File: config.mk
export PLATFORM = sky130hd
export DESIGN_NAME = matrix_stream_tx
export DESIGN_NICKNAME = d
export VERILOG_FILES = /design/src/rtl/matrix_pkg.sv /design/src/rtl/stream_buf.sv /design/src/rtl/matrix_stream_tx.sv
export SDC_FILE = /design/constraint.sdc
export NUM_CORES = 1
export LEC_CHECK = 0
export BUFFER_PORTS_ARGS = -buffer_cell sky130_fd_sc_hd__buf_2
export CORE_MARGIN = 3
export CORE_UTILIZATION = 50
export CTS_CLUSTER_SIZE = 14
export DETAILED_ROUTE_END_ITERATION = 16
export PLACE_DENSITY = 0.77
export SYNTH_ARGS = -nofsm -noshare
export SYNTH_HDL_FRONTEND = slang
export SYNTH_SLANG_ARGS = --single-unit
export TNS_END_PERCENT = 1
File: constraint.sdc
create_clock -name I_sys_clk -period 4 [get_ports I_sys_clk]
set_input_delay 0.2 -clock I_sys_clk [delete_from_list [all_inputs] [get_ports I_sys_clk]]
set_output_delay 0.2 -clock I_sys_clk [all_outputs]
set_load 0.05 [all_outputs]
File: src/rtl/matrix_pkg.sv
// Constants and FSM encoding shared by the Gram-matrix front end, the multiplier and the inverse stage.
package matrix_pkg;

  localparam int SAMPLE_DW    = 8;
  localparam int MATRIX_DEPTH = 8;

  typedef enum logic [1:0] {
    IDLE   = 2'd0,
    CLR    = 2'd1,
    STREAM = 2'd2,
    DONE   = 2'd3
  } state_t;

endpackage

File: src/rtl/stream_buf.sv
// Sample-pair register file: synchronous write, combinational read, cleared by the async reset.
module stream_buf
  import matrix_pkg::*;
#(
  parameter int DEPTH = MATRIX_DEPTH,
  parameter int DW    = SAMPLE_DW,
  localparam int AW   = $clog2(DEPTH)
) (
  input  logic            clk,
  input  logic            rst_n,
  input  logic            wr_ena,
  input  logic [AW-1:0]   wr_addr,
  input  logic [2*DW-1:0] wr_data,
  input  logic [AW-1:0]   rd_addr,
  output logic [2*DW-1:0] rd_data
);

  logic [2*DW-1:0] mem [DEPTH];

  always_ff @(posedge clk or negedge rst_n) begin
    if (!rst_n) begin
      for (int i = 0; i < DEPTH; i++) mem[i] <= '0;
    end else if (wr_ena) begin
      mem[wr_addr] <= wr_data;
    end
  end

  assign rd_data = mem[rd_addr];

endmodule

File: src/rtl/matrix_stream_tx.sv
// Streams buffered (a, b) sample pairs, one per cycle, into the serial Gram-matrix multiplier.
module matrix_stream_tx
  import matrix_pkg::*;
#(
  parameter int DEPTH = MATRIX_DEPTH,
  parameter int DW    = SAMPLE_DW,
  localparam int AW   = $clog2(DEPTH)
) (
  input  logic          I_sys_clk,
  input  logic          I_sys_rstn,
  input  logic          I_wr_ena,
  input  logic [AW-1:0] I_wr_addr,
  input  logic [DW-1:0] I_wr_data_a,
  input  logic [DW-1:0] I_wr_data_b,
  input  logic [AW:0]   I_len,
  input  logic          I_start,
  input  logic          I_pause,
  output logic          O_busy,
  output logic          O_acc_clr,
  output logic          O_mult_ena,
  output logic [DW-1:0] O_channela,
  output logic [DW-1:0] O_channelb,
  output logic          O_done,
  output logic          O_err
);

  state_t          state;
  logic [AW:0]     len_r;
  logic [AW:0]     idx;
  logic [2*DW-1:0] rd_data;
  logic            buf_we;
  logic            len_ok;
  logic            last;

  // The buffer is frozen while a stream is in flight so the sent data stays coherent.
  assign buf_we = I_wr_ena && ((state == IDLE) || (state == DONE));
  assign len_ok = (I_len != '0) && (I_len <= (AW+1)'(DEPTH));
  assign last   = O_mult_ena && (idx == len_r);

  stream_buf #(
    .DEPTH (DEPTH),
    .DW    (DW)
  ) u_buf (
    .clk     (I_sys_clk),
    .rst_n   (I_sys_rstn),
    .wr_ena  (buf_we),
    .wr_addr (I_wr_addr),
    .wr_data ({I_wr_data_a, I_wr_data_b}),
    .rd_addr (idx[AW-1:0]),
    .rd_data (rd_data)
  );

  // State and outputs advance together: each register holds what is visible in the current cycle.
  always_ff @(posedge I_sys_clk or negedge I_sys_rstn) begin
    if (!I_sys_rstn) begin
      state      <= IDLE;
      len_r      <= '0;
      idx        <= '0;
      O_busy     <= 1'b0;
      O_acc_clr  <= 1'b0;
      O_mult_ena <= 1'b0;
      O_channela <= '0;
      O_channelb <= '0;
      O_done     <= 1'b0;
      O_err      <= 1'b0;
    end else begin
      O_acc_clr  <= 1'b0;
      O_mult_ena <= 1'b0;
      O_done     <= 1'b0;
      O_err      <= 1'b0;
      case (state)
        IDLE: begin
          if (I_start) begin
            if (len_ok) begin
              state     <= CLR;
              len_r     <= I_len;
              idx       <= '0;
              O_busy    <= 1'b1;
              O_acc_clr <= 1'b1;
            end else begin
              O_err <= 1'b1;
            end
          end
        end
        CLR, STREAM: begin
          if (last) begin
            state  <= DONE;
            O_done <= 1'b1;
          end else begin
            state <= STREAM;
            if (!I_pause) begin
              {O_channela, O_channelb} <= rd_data;
              O_mult_ena <= 1'b1;
              idx        <= idx + 1'b1;
            end
          end
        end
        DONE: begin
          state  <= IDLE;
          O_busy <= 1'b0;
        end
        default: state <= IDLE;
      endcase
    end
  end

endmodule

# Word level (Yosys, flattened, before mapping)
# Cells that the tools add are included.
[totals] regBits=159 inputBits=28 output_inout_bits=21 elab_cells=79
[classes] addsub=1 magnitude_cmp=4 eq_ne=8 n_mux=29 bitwise_logic=4 reduce_logical=15
[op_table] op="bitwise mux 128 bit" count=1
[op_table] op="binary-select mux 16 bit (select 3 bit)" count=1
[op_table] op="demux 16 bit (select 3 bit)" count=1
[op_table] op="2-to-1 mux 16 bit" count=3
[op_table] op="2-to-1 mux 4 bit" count=4
[op_table] op="2-to-1 mux 1 bit" count=14
[op_table] op="AND reduction 3 bit" count=3
[op_table] op="greater-or-equal comparator 4 bit, second input constant" count=2
[op_table] op="!= test 2 bit, second input constant" count=4
[op_table] op="NOT 3 -> 4 bit" count=2
[op_table] op="case mux 4 bit (2 select lines)" count=1
[op_table] op="case mux 2 bit (3 select lines)" count=1
[op_table] op="AND reduction 5 bit" count=1
[op_table] op="adder 4 x 1 -> 4 bit, second input constant" count=1
[op_table] op="equality test 2 bit, second input constant" count=2
[op_table] op="equality test 4 bit" count=1
[op_table] op="less-or-equal comparator 4 bit, second input constant" count=1
[op_table] op="logical AND 1 bit" count=4
[op_table] op="< comparator 4 x 1 -> 1 bit, second input constant" count=1
[op_table] op="2-to-1 mux 2 bit" count=2
[op_table] op="nonzero test 2 bit" count=2
[op_table] op="nonzero test 4 bit" count=1
[op_table] op="equality test 2 x 1 -> 1 bit, second input constant" count=1
[op_table] op="zero test 2 bit" count=1
[op_table] op="5 further kinds" count=6

# Logic depth before layout (Yosys ltp)
# Gate-level depths: netlist of the first run.
[logic_depth] ltp_word=6 depth_mapped=8 depth_no_buf=7

# Cells and area by module
# A second synthesis of the first run with hierarchy kept.
[hier_totals] hier_cells=445 area_unflattened_um2=7304.5
[by_module_without_submodules] module="stream_buf" instances=1 cells_per_inst=336 area_each_um2=5929.4
[by_module_without_submodules] module="matrix_stream_tx" instances=1 cells_per_inst=109 area_each_um2=1375.1

# Least setup slack after synthesis of the first run
# OpenSTA, ideal clock, no wires.
[synth_path] kind="register to register" startpoint="register state[0]" endpoint="register u_buf.mem[53] (netlist name)" arrival_time_ns=1.960 required_time_ns=3.875 setup_slack_ns=1.916 path_stages_with_launch=7 synth_period_minus_slack_ns=2.084 path_cell_list="dfrtp_1 -> inv_1 -> ha_1 -> clkbuf_1 -> nor4_2 -> buf_2 -> mux2_2"
[synth_between] elab_chain_cells=3 word_cells_on_any_way=4 cone_classes="1 x eq/ne; 3 x reduce/logical"
[synth_lines] element="from (decl)" line="matrix_stream_tx.sv:27" rtl="state_t state;"
[synth_lines] element="from (signal assigned)" line="matrix_stream_tx.sv:56" rtl="state <= IDLE;"
[synth_lines] element="from (signal assigned)" line="matrix_stream_tx.sv:75" rtl="state <= CLR;"
[synth_lines] element="from (signal assigned)" line="matrix_stream_tx.sv:87" rtl="state <= DONE;"
[synth_lines] element="equality test 2 bit or zero test 2 bit (tied branches)" line="matrix_stream_tx.sv:36" rtl="assign buf_we = I_wr_ena && ((state == IDLE) || (state == DONE));"
[synth_lines] element="logical OR 1 bit *" line="matrix_stream_tx.sv:36"
[synth_lines] element="logical AND 1 bit *" line="matrix_stream_tx.sv:36"
[synth_lines] element="to (signal, indexed assignment)" line="stream_buf.sv:24" rtl="mem[wr_addr] <= wr_data;"
[synth_lines] element="to (decl)" line="stream_buf.sv:18" rtl="logic [2*DW-1:0] mem [DEPTH];"
# Every way passes the cells marked *; elsewhere a longest branch is shown, timed or not.
# A chain may end at the register's enable or synchronous reset.

# Worst setup path after layout of the first run
[layout_path] startpoint="register state[1]" endpoint="register u_buf.mem[49] (netlist name)"
# The elaborated chain is that of the path after synthesis.

==> results.txt, run 1 <==
Die width: 125 um
Post-synth top area share: 56.5%
Ant diodes: 0
Register area: 3980 um^2
R2R Path End: u_buf.mem[49]
Area growth syn-to-layout: 16.2%
TNS Setup: 0 ns
IO Pins: 49
Worst VDD drop: 0.419 mV
RSZ-0062 raised after global routing: false
Clock buffer depth: 2
Worst slew pin tran: 1.19 ns
CTS tree: yes
Most frequent cell after synthesis: dfrtp_1
Nets@finish: 546
Worst-path cell chain: inv_1 > ha_1 > nor4_4 > mux2_2
Reg-to-reg setup timing slack: 1.51 ns
Yosys warns: 0
Syn Inst Count: 458
Cell area after layout: 8170 um^2
Row count: 42
Residual DRC: 0
Via count: 4023
Top cells by area, synth: dfrtp_1 57%, mux2_2 21%, mux4_2 10%
Multi-input logic area: 2940 um^2
Period minus WS final: 2.49 ns
Final Hold Fails: 0
DP HPWL: 8750 um
P_leak: 0.00366 uW
Reg2reg start: state[1]
Crit-path max cell delay: 1.04 ns
Post-route ant nets: 0
Clock Sink Count: 159
WL/cell: 20.1 um
Yosys top cell by area: dfrtp_1
Setup violators final: 0
Syn Std Cell Area: 7040 um^2
Reg clk slew, reported paths: 0.06 ns
DRT Pass-1 Iters: 6
Cell Count, Final, Fillers Out: 702
Total Die Area: 15500 um^2
Sequential share of the synthesized area: 56.5%
GR Overflow Total: 0
Crit path max-delay family: simple AND/OR/NAND/NOR gates
First-pass GRT wire length: 23400 um
Initial antenna violation count: 1
Async S/R FF share, synth: 100%
Clock root buffer master: clkbuf_16
Slew margin rel.: 19.7%
WP depth: 4
Setup Crit Path Kind: reg2reg
GRT Util Overall: 19.3%
Insertion delay to the later sink of the worst-skew pair: 0.42 ns
Initial cell density of the core: 52.1%
RD Place Congestion: 0.743
Hold Path Class: in2reg
Post_cts resized: 0
WP data required: 4.30 ns
Clock skew: 0.00952 ns
Synth cell types: 34
Total Routed Length: 14100 um
FILL cells: 997
Hold path startpoint: I_start
Post-DP Area: 7500 um^2
Dpl cells: 671
CP bufs+invs: 1
Tcrit/Tclk final: 62.3%
H-tree depth: 4
Vias in the first global route: 4386
CP Capture Type: register
Prevailing post-synth register cell: dfrtp_1
EDFF count, synth: 0
Status: completed
CTS Buf Count: 17
Critical-path top delay cell: nor4_4
Hold path cells: 3
PwrDens: 864 nW/um^2
Worst Setup Start Kind: register
Critical-path maximum fanout: 16
Synthesized area per cell: 15.4 um^2
List of most frequent post-synthesis cells: 159 x dfrtp_1, 130 x mux2_2, 32 x mux4_2
Layout Utilization: 60.5%
Final Max Tran Viols: 0
DR iter-0 viols: 258
Max Fclk: 402 MHz
Min-Delay Endpoint: O_err
Post-synthesis net count: 489
Drt via density: 5.73
Core footprint: 13500 um^2
Cells on worst reg2reg path: 4
I/O Buffers: 48
Yosys reg bits: 159
Layout cells sized above 1: 50.2%
Worst Path Arrival: 2.79 ns
Die H: 125 um
Pin count of the biggest net entering global routing: 79
Max-cap violation count: 0
## logic make-up after synthesis
kind of cell               after synthesis  synth area share, %
AOI/OAI and AO/OA                       29                 2.74
xor gates and xnor gates                 4                0.498
adders and majority gates                3                0.533
buffers and inverters                   29                 1.92
DFF                                    159                 56.5
muxes                                  182                 34.2
and+or+nand+nor                         52                 3.59
## power breakdown
group / leakage [uW] / internal [uW] / switching (uW)
registers: 0.00195 / 2380 / 484
logic: 0.00140 / 1290 / 1100
clock network: 0.000317 / 1190 / 616
## placed cells by master, fill, tap and decap left out, types with 6 or more instances in the layout
master,n
mux4_2,32
dfrtp_1,158
nand2_1,22
buf_2,47
clkbuf_16,17
o21ai_0,18
bufinv_16,6
buf_4,13
mux2_2,130
nor2_1,12
mux2i_1,16
## metrics by stage
stage	hold WS (ns)	power, uW	setup slack [ns]
final	0.0427	7060	1.51
after global routing	0.0396	7460	1.37
after CTS	0.0245	7120	1.50
after detailed placement	0.285	5260	1.50
after global placement	0.272	5110	1.59
after floorplan	-0.0956	4680	1.92
## cell type report
cell class / instances / area share [%]
Sequential cell: 159 / 48.7
Multi-Input combinational cell: 270 / 35.9
Clock buffer: 19 / 5.54
Timing Repair Buffer: 62 / 4.33
Tap cell: 176 / 2.69
Clock inverter: 11 / 2.60
Inverter: 5 / 0.230
## routing by layer
| layer | GRT usage, % | vias to the layer above | wire length (um) |
|---|---|---|---|
| met3 | 4.20 | 23 | 404 |
| met5 | 0 | - | 13 |
| met4 | 7.22 | 2 | 259 |
| li1 | - | 1789 | - |
| met2 | 32.1 | 64 | 7300 |
| met1 | 25.1 | 2145 | 6140 |
## registers in the layout, indices dropped and copies added (netlist names), 2 cells and up
signal,count
O_channela,8
len_r,4
idx,4
O_channelb,8
state,2
u_buf.mem,128
## worst reg2reg max path, cell delays in order, from the launching register on
cell,delay (ns)
dfrtp_1,0.37
inv_1,0.05
ha_1,0.47
nor4_4,1.04
mux2_2,0.43
## worst max-delay path by stage
| stage | slack [ns] | endpoint | startpoint |
|---|---|---|---|
| floorplan | 1.92 | u_buf.mem[53] | state[0] |
| global placement | 1.59 | u_buf.mem[57] | state[0] |
| detailed placement | 1.50 | u_buf.mem[61] | state[1] |
| CTS | 1.50 | u_buf.mem[49] | state[1] |
| global route | 1.37 | u_buf.mem[49] | state[1] |
| finish | 1.51 | u_buf.mem[49] | state[1] |
## timing repair
action	CTS	global route
hold buffers	1	0
endpoints found under the hold margin	76	0
buffers inserted	0	0
Note: power is estimated with default switching activity, not from simulation.
==> run 2: changes to the inputs <==
Settings changed: ABC_AREA from default to 1.
Clock period 4 ns to 2.3 ns, I/O delays scaled along.
==> run 2 against run 1 <==
Clock skew increased by 0.0014 ns; clock power grew 62%; sequential power grew 63%; global-route usage is 3.2 points higher; synthesized cell count is 94% higher; count of clock-buffer cells in the layout rose by 2; die area increased by 3.0%; sequential share of layout area decreased by 1.9 points; largest cell class unchanged.
==> results.txt, run 2 <==
Setup Crit Path Kind: reg2reg
List of most frequent post-synthesis cells: 289 x nand2_1, 186 x o21ai_0, 159 x dfrtp_1
Setup violators final: 0
Layout Utilization: 60.6%
Commonest non-fill, non-tap cell in the layout: nand2_1
P_leak: 0.00427 uW
Synth cell types: 26
Die H: 126 um
Total Routed Length: 17500 um
First-pass GRT wire length: 28500 um
H-tree depth: 4
GRT Util Overall: 22.5%
Ant diodes: 0
Cell area after layout: 8510 um^2
Layout cells sized above 1: 12.0%
Residual DRC: 0
Sw Share: 39.2%
Yosys top cell by area: dfrtp_1
Total Die Area: 16000 um^2
Nets@finish: 982
Reg-to-reg setup timing slack: 0.40 ns
Logic pwr share: 36.1%
Status: completed
Max reg flops: 128
Top cells by area, synth: dfrtp_1 55%, nand2_1 15%, o21ai_0 13%
Clock power frac: 24.6%
Clock buffer depth: 2
DR iter-0 viols: 521
Sw Pwr: 4680 uW
I/O Buffers: 48
Worst slew pin tran: 0.465 ns
Post-synth top area share: 54.8%
Wire length on met3: 891 um
Final Max Tran Viols: 0
Prevailing post-synth register cell: dfrtp_1
Core footprint: 14000 um^2
Yosys warns: 0
Post_cts resized: 0
WL met1: 7730 um
Sequential share of power: 39.2%
Most frequent cell after synthesis: nand2_1
Max-cap violation count: 0
CTS tree: yes
R2R Path End: u_buf.mem[37]
PwrDens: 1400 nW/um^2
DRT Pass-1 Iters: 7
RD Place Congestion: 0.819
GR Overflow Total: 0
Reg clk slew, reported paths: 0.06 ns
Cells on worst reg2reg path: 10
Row count: 43
Insertion delay to the later sink of the worst-skew pair: 0.44 ns
Worst Path Arrival: 2.25 ns
Most frequent cells in the layout: 289 x nand2_1, 186 x o21ai_0, 158 x dfrtp_1, 68 x inv_1, 57 x nor2_1
WL/cell: 15.3 um
Final Hold Fails: 0
Hold Path Class: in2async
Clock root buffer master: clkbuf_16
Slew margin rel.: 69.0%
CTS Buf Count: 17
CP Capture Type: register
Sequential share of the synthesized area: 54.8%
Critical-path maximum fanout: 32
Max Fclk: 525 MHz
Initial antenna violation count: 0
Post-route ant nets: 0
Period minus WS final: 1.90 ns
Area growth syn-to-layout: 17.2%
Async S/R FF share, synth: 100%
Tcrit/Tclk final: 82.8%
DP HPWL: 10800 um
Highest routed layer: met4
Synthesized area per cell: 8.16 um^2
Initial cell density of the core: 51.7%
Clock skew: 0.0109 ns
RSZ-0062 raised after global routing: false
Vias in the first global route: 5613
Syn Std Cell Area: 7260 um^2
Largest register by flop count: u_buf.mem
Worst VDD drop: 0.751 mV
Internal power: 7270 uW
EDFF count, synth: 0
Drt via density: 5.33
Yosys reg bits: 159
Via count: 6093
Worst Setup Start Kind: register
Die width: 126 um
Post-DP Area: 7670 um^2
WP data required: 2.65 ns
Reg2reg start: state[0]
IO Pins: 49
TNS Setup: 0 ns
Clock Sink Count: 159
WL met2: 8490 um
Syn Inst Count: 890
Post-synthesis net count: 921
Pin count of the biggest net entering global routing: 59
Largest registers: u_buf.mem: 128 flops, O_channela: 8 flops, O_channelb: 8 flops
run 2: how the worst max path moves through the flow:
stage          startpoint            end  slack (ns)
2_1_floorplan    state[0]  u_buf.mem[37]        0.65
3_3_place_gp     state[0]  u_buf.mem[74]        0.48
3_5_place_dp     state[0]  u_buf.mem[73]        0.40
4_1_cts          state[0]  u_buf.mem[61]        0.40
5_1_grt          state[0]  u_buf.mem[40]        0.19
6_report         state[0]  u_buf.mem[37]        0.40
run 2: final cells by class:
class | instances | area [um^2]
well taps | 180 | 225
multi-input cells | 608 | 2730
flip-flops and latches | 159 | 3980
inverters | 73 | 274
clock inverters | 11 | 155
clock buffers | 21 | 460
repair buffers | 92 | 682
fillers | 1200 | 5530
run 2: critical path: stages, from the launching register on:
cell,delay [ns]
dfrtp_1,0.37
inv_1,0.05
ha_1,0.37
inv_2,0.14
nand2_2,0.09
nor2_4,0.11
inv_2,0.07
nor3_4,0.10
buf_4,0.34
nand2_1,0.10
o21ai_0,0.09
run 2: through the flow:
step / instances / hold WS (ns) / setup slack (ns) / power [uW]
final: 1144 / 0.176 / 0.396 / 12000
after global routing: 1144 / 0.195 / 0.188 / 12800
after CTS: 1144 / 0.175 / 0.401 / 12000
after detailed placement: 1090 / 0.0593 / 0.404 / 8980
after global placement: 1090 / 0.0612 / 0.480 / 8840
after floorplan: 890 / -0.181 / 0.652 / 7850
run 2: timing repair:
| action | 4_1_cts | 5_1_grt |
|---|---|---|
| hold buffers | 22 | 0 |
| endpoints found under the hold margin | 76 | 0 |
| buffers inserted | 0 | 0 |
run 2: kinds of logic (layout without fill, tap and decap cells):
group,count (synthesis),after routing,synth area share (%)
xor gates and xnor gates,2,2,0.241
and+or+nand+nor,371,371,20.3
AOI/OAI and AO/OA,232,232,16.5
adders and majority gates,3,3,0.517
DFF,159,159,54.8
buffers and inverters,123,197,7.53
run 2: metal layers:
metal,vias up,GRT usage [%]
li1,2969,-
met1,2937,30.1
met2,160,36.0
met3,27,4.51
met4,0,9.84
met5,-,0
run 2: power by group through the flow:
stage,clock network [uW],registers (uW),logic [uW]
2_1_floorplan,0,5040,2810
3_3_place_gp,0,4670,4170
3_5_place_dp,0,4690,4290
4_1_cts,2980,4670,4360
5_1_grt,3110,4820,4890
6_report,2940,4690,4320
